`config.mk`:
```
export PLATFORM = sky130hd
export DESIGN_NAME = mvu_seq_flat
export DESIGN_NICKNAME = d
export VERILOG_FILES = /design/src/rtl/mvu_pkg.sv /design/src/rtl/mvu_seq_if.sv /design/src/rtl/mvu_seq_idx.sv /design/src/rtl/mvu_seq.sv /design/src/flat_wrapper.sv
export SDC_FILE = /design/constraint.sdc
export NUM_CORES = 1
export LEC_CHECK = 0
export BUFFER_PORTS_ARGS = -buffer_cell sky130_fd_sc_hd__buf_2
export CAP_MARGIN = 20
export CORE_MARGIN = 10
export CORE_UTILIZATION = 35
export DETAILED_ROUTE_END_ITERATION = 8
export SLEW_MARGIN = 30
export SYNTH_ARGS = -nofsm -noshare
export SYNTH_HDL_FRONTEND = slang
export SYNTH_SLANG_ARGS = --single-unit
export TNS_END_PERCENT = 100
```
`constraint.sdc`:
```
create_clock -name clk -period 6.39 [get_ports clk]
set_input_delay 0.3195 -clock clk [delete_from_list [all_inputs] [get_ports clk]]
set_output_delay 0.3195 -clock clk [all_outputs]
set_load 0.02 [all_outputs]
```
`src/rtl/mvu_pkg.sv`:
```
// Shared definitions for the matrix-vector unit sequencer: default widths,
// accumulator mulmode encodings and the sequencer FSM state type.
package mvu_pkg;

  localparam int AW_DEF = 9;
  localparam int PW_DEF = 4;

  localparam logic [1:0] MM_IDLE = 2'b00;
  localparam logic [1:0] MM_ADD  = 2'b01;
  localparam logic [1:0] MM_SUB  = 2'b10;

  typedef enum logic [2:0] {
    ST_IDLE  = 3'd0,
    ST_CLEAR = 3'd1,
    ST_RUN   = 3'd2,
    ST_DRAIN = 3'd3,
    ST_DONE  = 3'd4
  } mvu_state_e;

endpackage

```
`src/rtl/mvu_seq_if.sv`:
```
// Job request / BRAM read / accumulator control bundle between a host and the
// sequencer. The sequencer side is the slave modport.
interface mvu_seq_if import mvu_pkg::*; #(
  parameter int AW = AW_DEF,
  parameter int PW = PW_DEF
);
  logic          start;
  logic [PW-1:0] wprec;
  logic [PW-1:0] iprec;
  logic          wsigned;
  logic          isigned;
  logic [AW-1:0] len;
  logic [AW-1:0] wbase;
  logic [AW-1:0] ibase;
  logic          busy;
  logic          done;
  logic [AW-1:0] Raddr;
  logic [AW-1:0] iaddr;
  logic          ird;
  logic          clr;
  logic          sh;
  logic [1:0]    mulmode;

  modport master (
    output start, wprec, iprec, wsigned, isigned, len, wbase, ibase,
    input  busy, done, Raddr, iaddr, ird, clr, sh, mulmode
  );

  modport slave (
    input  start, wprec, iprec, wsigned, isigned, len, wbase, ibase,
    output busy, done, Raddr, iaddr, ird, clr, sh, mulmode
  );
endinterface

```
`src/rtl/mvu_seq_idx.sv`:
```
// (k, b, j, c) loop nest for one bit-serial job: level k MSB first, weight bit b
// descending with j = k - b, row-chunk c ascending. Flags first-of-level and last.
module mvu_seq_idx import mvu_pkg::*; #(
  parameter int AW = AW_DEF,
  parameter int PW = PW_DEF
) (
  input  logic          clk,
  input  logic          rst_n,
  input  logic          load,
  input  logic          step,
  input  logic [PW-1:0] wprec,
  input  logic [PW-1:0] iprec,
  input  logic [AW-1:0] len,
  output logic [PW-1:0] b,
  output logic [PW-1:0] j,
  output logic [AW-1:0] c,
  output logic          first,
  output logic          last
);
  localparam logic [AW-1:0] ONE_A = AW'(1);
  localparam logic [PW:0]   ONE_K = (PW+1)'(1);

  logic [PW-1:0] wp_q, wp_d, ip_q, ip_d, b_q, b_d, j_q, j_d, bn_s;
  logic [PW:0]   k_q, k_d, kmax_s, kn_s, jn_s;
  logic [AW-1:0] len_q, len_d, c_q, c_d;

  // Highest weight bit that can pair with some input bit at level k.
  function automatic logic [PW-1:0] top_b(input logic [PW:0] k, input logic [PW-1:0] wp);
    if (k > {1'b0, wp}) begin
      return wp;
    end else begin
      return k[PW-1:0];
    end
  endfunction

  // Next-index computation: load a fresh nest or advance it by one issue.
  always_comb begin
    kmax_s = {1'b0, wp_q} + {1'b0, ip_q};
    kn_s   = k_q - ONE_K;
    bn_s   = top_b(kn_s, wp_q);
    jn_s   = kn_s - {1'b0, bn_s};
    wp_d   = wp_q;
    ip_d   = ip_q;
    len_d  = len_q;
    k_d    = k_q;
    b_d    = b_q;
    j_d    = j_q;
    c_d    = c_q;
    if (load) begin
      wp_d  = wprec;
      ip_d  = iprec;
      len_d = len;
      k_d   = {1'b0, wprec} + {1'b0, iprec};
      b_d   = wprec;
      j_d   = iprec;
      c_d   = '0;
    end else if (step) begin
      if (c_q != len_q - ONE_A) begin
        c_d = c_q + ONE_A;
      end else begin
        c_d = '0;
        if ((b_q != '0) && (j_q != ip_q)) begin
          b_d = b_q - PW'(1);
          j_d = j_q + PW'(1);
        end else begin
          k_d = kn_s;
          b_d = bn_s;
          j_d = jn_s[PW-1:0];
        end
      end
    end else begin
      c_d = c_q;
    end
  end

  // Index registers.
  always_ff @(posedge clk) begin
    if (!rst_n) begin
      wp_q  <= '0;
      ip_q  <= '0;
      len_q <= '0;
      k_q   <= '0;
      b_q   <= '0;
      j_q   <= '0;
      c_q   <= '0;
    end else begin
      wp_q  <= wp_d;
      ip_q  <= ip_d;
      len_q <= len_d;
      k_q   <= k_d;
      b_q   <= b_d;
      j_q   <= j_d;
      c_q   <= c_d;
    end
  end

  assign b     = b_q;
  assign j     = j_q;
  assign c     = c_q;
  assign last  = (k_q == '0) && (c_q == len_q - ONE_A);
  assign first = (c_q == '0) && (b_q == top_b(k_q, wp_q)) && (k_q != kmax_s);

endmodule

```
`src/rtl/mvu_seq.sv`:
```
// Sequencer for one bit-serial matrix-vector job: FSM, BRAM/input-buffer address
// generation and the one-cycle delay line that aligns sh/mulmode with read data.
module mvu_seq import mvu_pkg::*; #(
  parameter int AW = AW_DEF,
  parameter int PW = PW_DEF
) (
  input  logic   clk,
  input  logic   rst_n,
  mvu_seq_if.slave bus
);
  mvu_state_e    state_q, state_d;
  logic [PW-1:0] wprec_q, wprec_d, iprec_q, iprec_d;
  logic          wsigned_q, wsigned_d, isigned_q, isigned_d;
  logic [AW-1:0] len_q, len_d, wbase_q, wbase_d, ibase_q, ibase_d;
  logic [AW-1:0] raddr_q, raddr_d, iaddr_q, iaddr_d;
  logic          busy_q, busy_d, done_q, done_d, clr_q, clr_d;
  logic          ird_q, ird_d, sh_q, sh_d;
  logic [1:0]    mulmode_q, mulmode_d;
  logic          iss_neg_q, iss_neg_d, iss_sh_q, iss_sh_d, iss_last_q, iss_last_d;
  logic          load_s, issue_s, neg_s, idx_first_s, idx_last_s;
  logic [PW-1:0] idx_b_s, idx_j_s;
  logic [AW-1:0] idx_c_s;

  assign load_s  = (state_q == ST_IDLE) && bus.start;
  assign issue_s = ((state_q == ST_CLEAR) && (len_q != '0)) ||
                   ((state_q == ST_RUN) && !iss_last_q);
  assign neg_s   = (wsigned_q && (idx_b_s == wprec_q)) ^ (isigned_q && (idx_j_s == iprec_q));

  mvu_seq_idx #(.AW(AW), .PW(PW)) u_idx (
    .clk   (clk),
    .rst_n (rst_n),
    .load  (load_s),
    .step  (issue_s),
    .wprec (bus.wprec),
    .iprec (bus.iprec),
    .len   (bus.len),
    .b     (idx_b_s),
    .j     (idx_j_s),
    .c     (idx_c_s),
    .first (idx_first_s),
    .last  (idx_last_s)
  );

  // FSM next state, job latch, read issue and delayed accumulator controls.
  always_comb begin
    state_d    = state_q;
    wprec_d    = wprec_q;
    iprec_d    = iprec_q;
    wsigned_d  = wsigned_q;
    isigned_d  = isigned_q;
    len_d      = len_q;
    wbase_d    = wbase_q;
    ibase_d    = ibase_q;
    raddr_d    = raddr_q;
    iaddr_d    = iaddr_q;
    busy_d     = busy_q;
    done_d     = 1'b0;
    clr_d      = 1'b0;
    ird_d      = issue_s;
    iss_neg_d  = iss_neg_q;
    iss_sh_d   = iss_sh_q;
    iss_last_d = iss_last_q;
    // The issue of the previous cycle is accumulated now that its data is out of BRAM.
    sh_d       = ird_q && iss_sh_q;
    mulmode_d  = ird_q ? (iss_neg_q ? MM_SUB : MM_ADD) : MM_IDLE;
    if (issue_s) begin
      raddr_d    = wbase_q + AW'(idx_b_s) * len_q + idx_c_s;
      iaddr_d    = ibase_q + AW'(idx_j_s) * len_q + idx_c_s;
      iss_neg_d  = neg_s;
      iss_sh_d   = idx_first_s;
      iss_last_d = idx_last_s;
    end else begin
      iss_last_d = iss_last_q;
    end
    case (state_q)
      ST_IDLE: begin
        if (bus.start) begin
          state_d   = ST_CLEAR;
          busy_d    = 1'b1;
          clr_d     = 1'b1;
          wprec_d   = bus.wprec;
          iprec_d   = bus.iprec;
          wsigned_d = bus.wsigned;
          isigned_d = bus.isigned;
          len_d     = bus.len;
          wbase_d   = bus.wbase;
          ibase_d   = bus.ibase;
        end else begin
          state_d = ST_IDLE;
        end
      end
      ST_CLEAR: begin
        state_d = (len_q == '0) ? ST_DRAIN : ST_RUN;
      end
      ST_RUN: begin
        if (iss_last_q) begin
          state_d = ST_DRAIN;
        end else begin
          state_d = ST_RUN;
        end
      end
      ST_DRAIN: begin
        state_d = ST_DONE;
        busy_d  = 1'b0;
        done_d  = 1'b1;
      end
      ST_DONE: begin
        state_d = ST_IDLE;
      end
      default: begin
        state_d = ST_IDLE;
        busy_d  = 1'b0;
      end
    endcase
  end

  // State and registered outputs.
  always_ff @(posedge clk) begin
    if (!rst_n) begin
      state_q    <= ST_IDLE;
      wprec_q    <= '0;
      iprec_q    <= '0;
      wsigned_q  <= 1'b0;
      isigned_q  <= 1'b0;
      len_q      <= '0;
      wbase_q    <= '0;
      ibase_q    <= '0;
      raddr_q    <= '0;
      iaddr_q    <= '0;
      busy_q     <= 1'b0;
      done_q     <= 1'b0;
      clr_q      <= 1'b0;
      ird_q      <= 1'b0;
      sh_q       <= 1'b0;
      mulmode_q  <= MM_IDLE;
      iss_neg_q  <= 1'b0;
      iss_sh_q   <= 1'b0;
      iss_last_q <= 1'b0;
    end else begin
      state_q    <= state_d;
      wprec_q    <= wprec_d;
      iprec_q    <= iprec_d;
      wsigned_q  <= wsigned_d;
      isigned_q  <= isigned_d;
      len_q      <= len_d;
      wbase_q    <= wbase_d;
      ibase_q    <= ibase_d;
      raddr_q    <= raddr_d;
      iaddr_q    <= iaddr_d;
      busy_q     <= busy_d;
      done_q     <= done_d;
      clr_q      <= clr_d;
      ird_q      <= ird_d;
      sh_q       <= sh_d;
      mulmode_q  <= mulmode_d;
      iss_neg_q  <= iss_neg_d;
      iss_sh_q   <= iss_sh_d;
      iss_last_q <= iss_last_d;
    end
  end

  assign bus.busy    = busy_q;
  assign bus.done    = done_q;
  assign bus.Raddr   = raddr_q;
  assign bus.iaddr   = iaddr_q;
  assign bus.ird     = ird_q;
  assign bus.clr     = clr_q;
  assign bus.sh      = sh_q;
  assign bus.mulmode = mulmode_q;

endmodule

```
`src/flat_wrapper.sv`:
```
// flat-port wrapper written by rule: the top's interface ports become plain ports
module mvu_seq_flat import mvu_pkg::*;
#(
  parameter int AW = AW_DEF,
  parameter int PW = PW_DEF
)
  (clk, rst_n, bus_start, bus_wprec, bus_iprec, bus_wsigned, bus_isigned, bus_len, bus_wbase, bus_ibase, bus_busy, bus_done, bus_Raddr, bus_iaddr, bus_ird, bus_clr, bus_sh, bus_mulmode);
  mvu_seq_if #(.AW(AW), .PW(PW)) bus_i ();
  input  logic clk;
  input  logic rst_n;
  input wire logic [$bits(bus_i.start)-1:0] bus_start;
  input wire logic [$bits(bus_i.wprec)-1:0] bus_wprec;
  input wire logic [$bits(bus_i.iprec)-1:0] bus_iprec;
  input wire logic [$bits(bus_i.wsigned)-1:0] bus_wsigned;
  input wire logic [$bits(bus_i.isigned)-1:0] bus_isigned;
  input wire logic [$bits(bus_i.len)-1:0] bus_len;
  input wire logic [$bits(bus_i.wbase)-1:0] bus_wbase;
  input wire logic [$bits(bus_i.ibase)-1:0] bus_ibase;
  output wire logic [$bits(bus_i.busy)-1:0] bus_busy;
  output wire logic [$bits(bus_i.done)-1:0] bus_done;
  output wire logic [$bits(bus_i.Raddr)-1:0] bus_Raddr;
  output wire logic [$bits(bus_i.iaddr)-1:0] bus_iaddr;
  output wire logic [$bits(bus_i.ird)-1:0] bus_ird;
  output wire logic [$bits(bus_i.clr)-1:0] bus_clr;
  output wire logic [$bits(bus_i.sh)-1:0] bus_sh;
  output wire logic [$bits(bus_i.mulmode)-1:0] bus_mulmode;
  assign bus_i.start = bus_start;
  assign bus_i.wprec = bus_wprec;
  assign bus_i.iprec = bus_iprec;
  assign bus_i.wsigned = bus_wsigned;
  assign bus_i.isigned = bus_isigned;
  assign bus_i.len = bus_len;
  assign bus_i.wbase = bus_wbase;
  assign bus_i.ibase = bus_ibase;
  assign bus_busy = bus_i.busy;
  assign bus_done = bus_i.done;
  assign bus_Raddr = bus_i.Raddr;
  assign bus_iaddr = bus_i.iaddr;
  assign bus_ird = bus_i.ird;
  assign bus_clr = bus_i.clr;
  assign bus_sh = bus_i.sh;
  assign bus_mulmode = bus_i.mulmode;
  mvu_seq #(.AW(AW), .PW(PW)) u_core (.clk(clk), .rst_n(rst_n), .bus(bus_i));
endmodule
```
# After elaboration in Yosys (flattened, before gate mapping)
# Index checks and enable logic that the tools add are counted.
[totals]
ff_bits = 107
input_bits = 40
out_inout_bits = 25
wordCells = 110
[classes]
addsub = 12
n_mul = 2
order_cmp = 2
n_eq_ne = 14
mux = 24
n_bitwise = 3
reduce_logical = 27
[op_table]
columns = ["op", "n"]
rows = [
  ["4-bit 2-to-1 mux", 10],
  ["9-bit adder", 4],
  ["5-bit 2-to-1 mux", 4],
  ["9-bit logical NOT", 2],
  ["4-bit by 9-bit multiplier with 9-bit output", 2],
  ["4-bit equality test", 3],
  ["3-bit case mux with 4 select lines", 1],
  ["4-bit by 4-bit adder with 5-bit output", 2],
  ["5-bit by 4-bit > comparator with 1-bit output", 2],
  ["1-bit logical AND", 10],
  ["2-bit AND reduction", 5],
  ["9-bit by 1-bit adder with 9-bit output, second input constant", 1],
  ["9-bit equality test", 1],
  ["9-bit 2-to-1 mux", 1],
  ["9-bit inequality test", 1],
  ["9-bit nonzero test", 1],
  ["9-bit by 1-bit subtractor with 9-bit output, second input constant", 1],
  ["3-bit by 2-bit equality test with 1-bit output, second input constant", 2],
  ["1-bit 2-to-1 mux", 6],
  ["5-bit logical NOT", 1],
  ["5-bit inequality test", 1],
  ["5-bit by 1-bit subtractor with 5-bit output, second input constant", 1],
  ["4-bit by 1-bit adder with 4-bit output, second input constant", 1],
  ["2-bit by 1-bit inequality test with 1-bit output, second input constant", 2],
  ["other kinds (18)", 19],
]

# Depth between registers and ports, before layout
[logic_depth]
word_depth = 8
depth_mapped = 18
mapped_depth_nobuf = 17

# Hierarchy
# A second synthesis with hierarchy kept.
[unflattened]
hier_cells = 958
area_unflattened_um2 = 8161.6
[modules_own_cells]
columns = ["mod", "n_inst", "cells_each", "area_per_inst_um2", "seq_area_each_um2"]
rows = [
  ["mvu_seq", 1, 567, 4911.0, 1361.3],
  ["mvu_seq_idx", 1, 391, 3250.6, 780.7],
]

# Worst setup path before layout
# No wires, ideal clock.
[synth_timing]
kind = "register to register"
startpoint = "register u_core.u_idx.b_q[2] (netlist: u_core.u_idx.b[2])"
endpoint = "register u_core.raddr_q[8] (netlist: u_core.bus.Raddr[8])"
arrival_ns = 3.589
required_ns = 6.257
path_slack_ns = 2.668
path_stages_with_launch = 16
n_path_buf = 1
synth_period_minus_slack_ns = 3.722
cell_sequence = "dfxtp_1 > clkbuf_1 > and2_1 > fa_1 > fa_1 > inv_1 > fa_1 > inv_1 > ha_1 > nor2b_1 > o21ai_0 > nand2b_1 > a21o_1 > a21oi_1 > xnor2_1 > a21oi_1"
[synth_between]
elab_chain_len = 3
[synth_rtl]
columns = ["item", "line_no", "rtl"]
rows = [
  ["start: declaration", "mvu_seq_idx.sv:23", "logic [PW-1:0] wp_q, wp_d, ip_q, ip_d, b_q, b_d, j_q, j_d, bn_s;"],
  ["start signal: assignment", "mvu_seq_idx.sv:83", "b_q <= '0;"],
  ["start signal: assignment", "mvu_seq_idx.sv:91", "b_q <= b_d;"],
  ["4-bit by 9-bit multiplier with 9-bit output", "mvu_seq.sv:67", "raddr_d = wbase_q + AW'(idx_b_s) * len_q + idx_c_s;"],
  ["9-bit adder (2 in series)", "mvu_seq.sv:67", ""],
  ["end signal: assignment", "mvu_seq.sv:148", "raddr_q <= raddr_d;"],
  ["end: declaration", "mvu_seq.sv:15", "logic [AW-1:0] raddr_q, raddr_d, iaddr_q, iaddr_d;"],
]
# Every way passes these cells.
# A chain may end at the register's enable or synchronous reset.

==> impl_metrics.csv <==
group,metric,value,unit
status,outcome,"completed",
clock_tree,postCtsSetupBuffers,0,
worst_setup_path,cpMaxStageDelayCell,"dfxtp_1",
power,ir_worst_vdd,0.0990,mV
synth,synth_common_cells,"nand2_1, inv_1, dfxtp_1, a21oi_1, fa_1",
floorplan,dieArea,26100,um2
sta,fin_crit_sh,61.4,%
clock_tree,insertion_delay,0.36,ns
worst_hold_path,hold_path.class,"in2reg",
global_routing,antenna_found_initial,0,
synth,synth-simple-area-share,19.9,%
detailed_routing,wirelength,18300,um
global_routing,grt-ovfl-total,0,
worst_setup_path,cp.required,6.62,ns
layout,drive_above_1_share,11.5,%
clock_tree,ctsLongestPathBuffers,2,
synth,synth_seq_cells,90,
layout,final_cells,1158,
sta,finalCriticalPeriod,3.92,ns
sta,drv_slew,0,
floorplan,start_util,35.8,%
synth,synth_top_family_by_area,"adder cells",
clock_tree,cts-buffers-inserted,9,
synth,synth_xor_area_share,9.24,%
clock_tree,holdBufCountCts,0,
synth,synth_top_cell_by_area,"dfxtp_1",
floorplan,io_pins,65,
placed_design,dp_cells,1142,
detailed_routing,route.detailed.drc,0,
worst_setup_path,endpoint_kind,"register",
clock_tree,cts_resized,0,
global_routing,busiest_layer,"met2",
floorplan,die_w,162,um
floorplan,die_h,162,um
detailed_routing,drtIter0Drc,393,
global_routing,grt_pass1_wl,30600,um
job,drv_cap,0,
synth,synthArstFlopShare,0,%
clock_tree,clock_sinks,90,
sta,max_freq,255,MHz
synth,yosysUniqueCellTypes,62,
synth,synth_nets,993,
detailed_routing,firstDrtPassIters,5,
worst_setup_path,r2r_slack,2.47,ns
synth,synth.avg_cell_area,8.22,um2
placed_design,port_buffers,64,
worst_setup_path,max_stage_delay,0.65,ns
sta,rsz0062_at_grt,"false",
power,powerDensity,244,nW/um2
sta,hold_viol,0,
synth,ys_seq_area_share,25.7,%
layout,syn2layout_area_growth,11.8,%
clock_tree,htree_levels,3,
worst_setup_path,crit_path_start_kind,"register",
worst_setup_path,path_max_fanout,14,
synth,yosys-top-cells-area,"dfxtp_1, fa_1, ha_1",
sta,fin_setup_tns,0,ns
floorplan,floorplan.rows,51,
global_routing,grt_use_met1,19.6,%
floorplan,coreArea,19600,um2
layout,final_util,40.1,%
worst_setup_path,worstPathCellList,"inv_1 > nor2_1 > fa_1 > fa_1 > inv_1 > fa_1 > inv_1 > ha_1 > nor2b_1 > o21ai_0 > nand2b_1 > a21o_1 > a21oi_1 > xnor2_1 > a21oi_1",
global_routing,grt.total_usage,14.4,%
worst_setup_path,crit_type,"reg2reg",
detailed_routing,vias,5746,
synth,netlist_area,7020,um2
global_routing,grt_pass1_vias,5745,
sta,setup_viol,0,
power,leakagePower,3.39,nW
sta,worstMarginPinSlew,0.845,ns
detailed_routing,route.detailed.wl_per_inst,15.8,um
global_routing,grt_max_degree,72,
layout,final_area,7850,um2
detailed_routing,via_per_inst,4.96,
worst_setup_path,arrival,4.16,ns
placed_design,gp_congestion,0.868,
synth,synth_most_common_cell,"nand2_1",
synth,synth_edf_count,0,
layout,nets,1027,
synth,synth-compound-area-share,13.4,%
synth,synth-adder-area-share,23.3,%
clock_tree,cts_tree,"done",
placed_design,dpl_cell_area,7550,um2
synth,synth_top_area_share,25.7,%
synth,muxShareOfSynthArea,0.303,%
placed_design,dp.final_hpwl,13800,um
global_routing,grt_use_met2,22.2,%
global_routing,grt.met3_usage,2.85,%
synth,synth_flop_cell,"dfxtp_1",
synth,yosysWarningCount,0,
sta,relSlewSlack,43.2,%
clock_tree,clock-root-buffer,"clkbuf_16",
sta,skew,0.00755,ns
clock_tree,clk_pin_slew,0.07,ns
detailed_routing,drtAntennaViolNets,0,
synth,postSynthCellCount,854,
layout,antennaDiodeCount,0,
==> routing by layer <==
| layer | wire length (um) | up-vias |
|---|---|---|
| li1 | - | 2862 |
| met2 | 7890 | 153 |
| met5 | 0 | - |
| met3 | 1070 | 27 |
| met4 | 351 | 0 |
| met1 | 8960 | 2704 |
==> per-stage QoR <==
step           setup WS (ns)  power, mW  hold WS (ns)
6_report                2.47       1.91         0.193
3_3_place_gp            2.54       1.37         0.426
5_1_grt                 2.15       2.05         0.197
3_5_place_dp            2.47       1.37         0.423
4_1_cts                 2.44       1.93         0.183
2_1_floorplan           2.67       1.19         0.404
==> path summary, 6_finish.rpt <==
path                                                    startpoint                            endpoint  cells after the start
worst max-delay path            u_core.u_idx.len_q[3]$_SDFFE_PN0P_    u_core.bus.Raddr[8]$_SDFFE_PN0P_                     15
worst min-delay path                                    bus_len[7]  u_core.u_idx.len_q[7]$_SDFFE_PN0P_                      3
worst max register to register  u_core.u_idx.len_q[3]$_SDFFE_PN0P_    u_core.bus.Raddr[8]$_SDFFE_PN0P_                     15
worst min register to register       u_core.iss_neg_q$_SDFFE_PN0P_    u_core.bus.mulmode[0]$_SDFF_PN0_                      1
==> area by class of cell <==
class / count / area (um2)
Clock buffer: 10 / 229
Clock inverter: 6 / 65.1
Fill cell: 2047 / 11700
Inverter: 106 / 398
Multi-Input combinational cell: 612 / 4660
Sequential cell: 90 / 1800
Tap cell: 265 / 332
Timing Repair Buffer: 69 / 358
==> worst max-delay path, delay by kind of cell (launching register included) <==
family	cells	cell delay, ns
simple gates	3	0.41
buf+inv	3	0.22
flops	1	0.65
compound gates	4	0.56
fa+ha+maj	4	1.83
xor+xnor	1	0.13
==> where the power goes <==
group          leakage (nW)  total, mW  switching, mW  internal, mW
Combinational          2.51      0.665          0.397         0.268
Sequential            0.736      0.700         0.0875         0.613
Clock                 0.143      0.548          0.243         0.305
==> cell usage in the layout (no fill, tap or decap), drive strengths merged, types with 3 or more instances in the layout <==
cell and n:
nor2 33, xor2 30, nand3b 4, clkbuf 10, xnor2 44, o31ai 3, nor3 10, nor2b 7
nand4 11, buf 69, dfxtp 90, nand3 15, nor4b 4, and2 22, nor4 8, nand2b 7
a211oi 5, or4 4, o311ai 3, a21oi 80, a21o 11, fa 53, a31oi 7, o21ai 28
or3 6, nand2 142, inv 108, o211ai 3, and3 3, ha 46
==> kinds of logic (layout without fill, tap and decap cells) <==
group,Yosys count,after routing
flip-flops,90,90
adder cells (fa/ha/maj),99,99
buffers and inverters,152,191
multiplexers,2,2
XOR/XNOR,74,74
AO/OA/AOI/OAI,155,155
AND/OR/NAND/NOR,282,282
==> sequential cells by signal, indices dropped and copies added, names as in the netlist, 5 cells and up <==
signal	cells
u_core.ibase_q	9
u_core.bus.Raddr	9
u_core.bus.iaddr	9
u_core.u_idx.len_q	9
u_core.wbase_q	9
u_core.u_idx.k_q	5
u_core.u_idx.c	9
(Power assumes the default switching activity.)
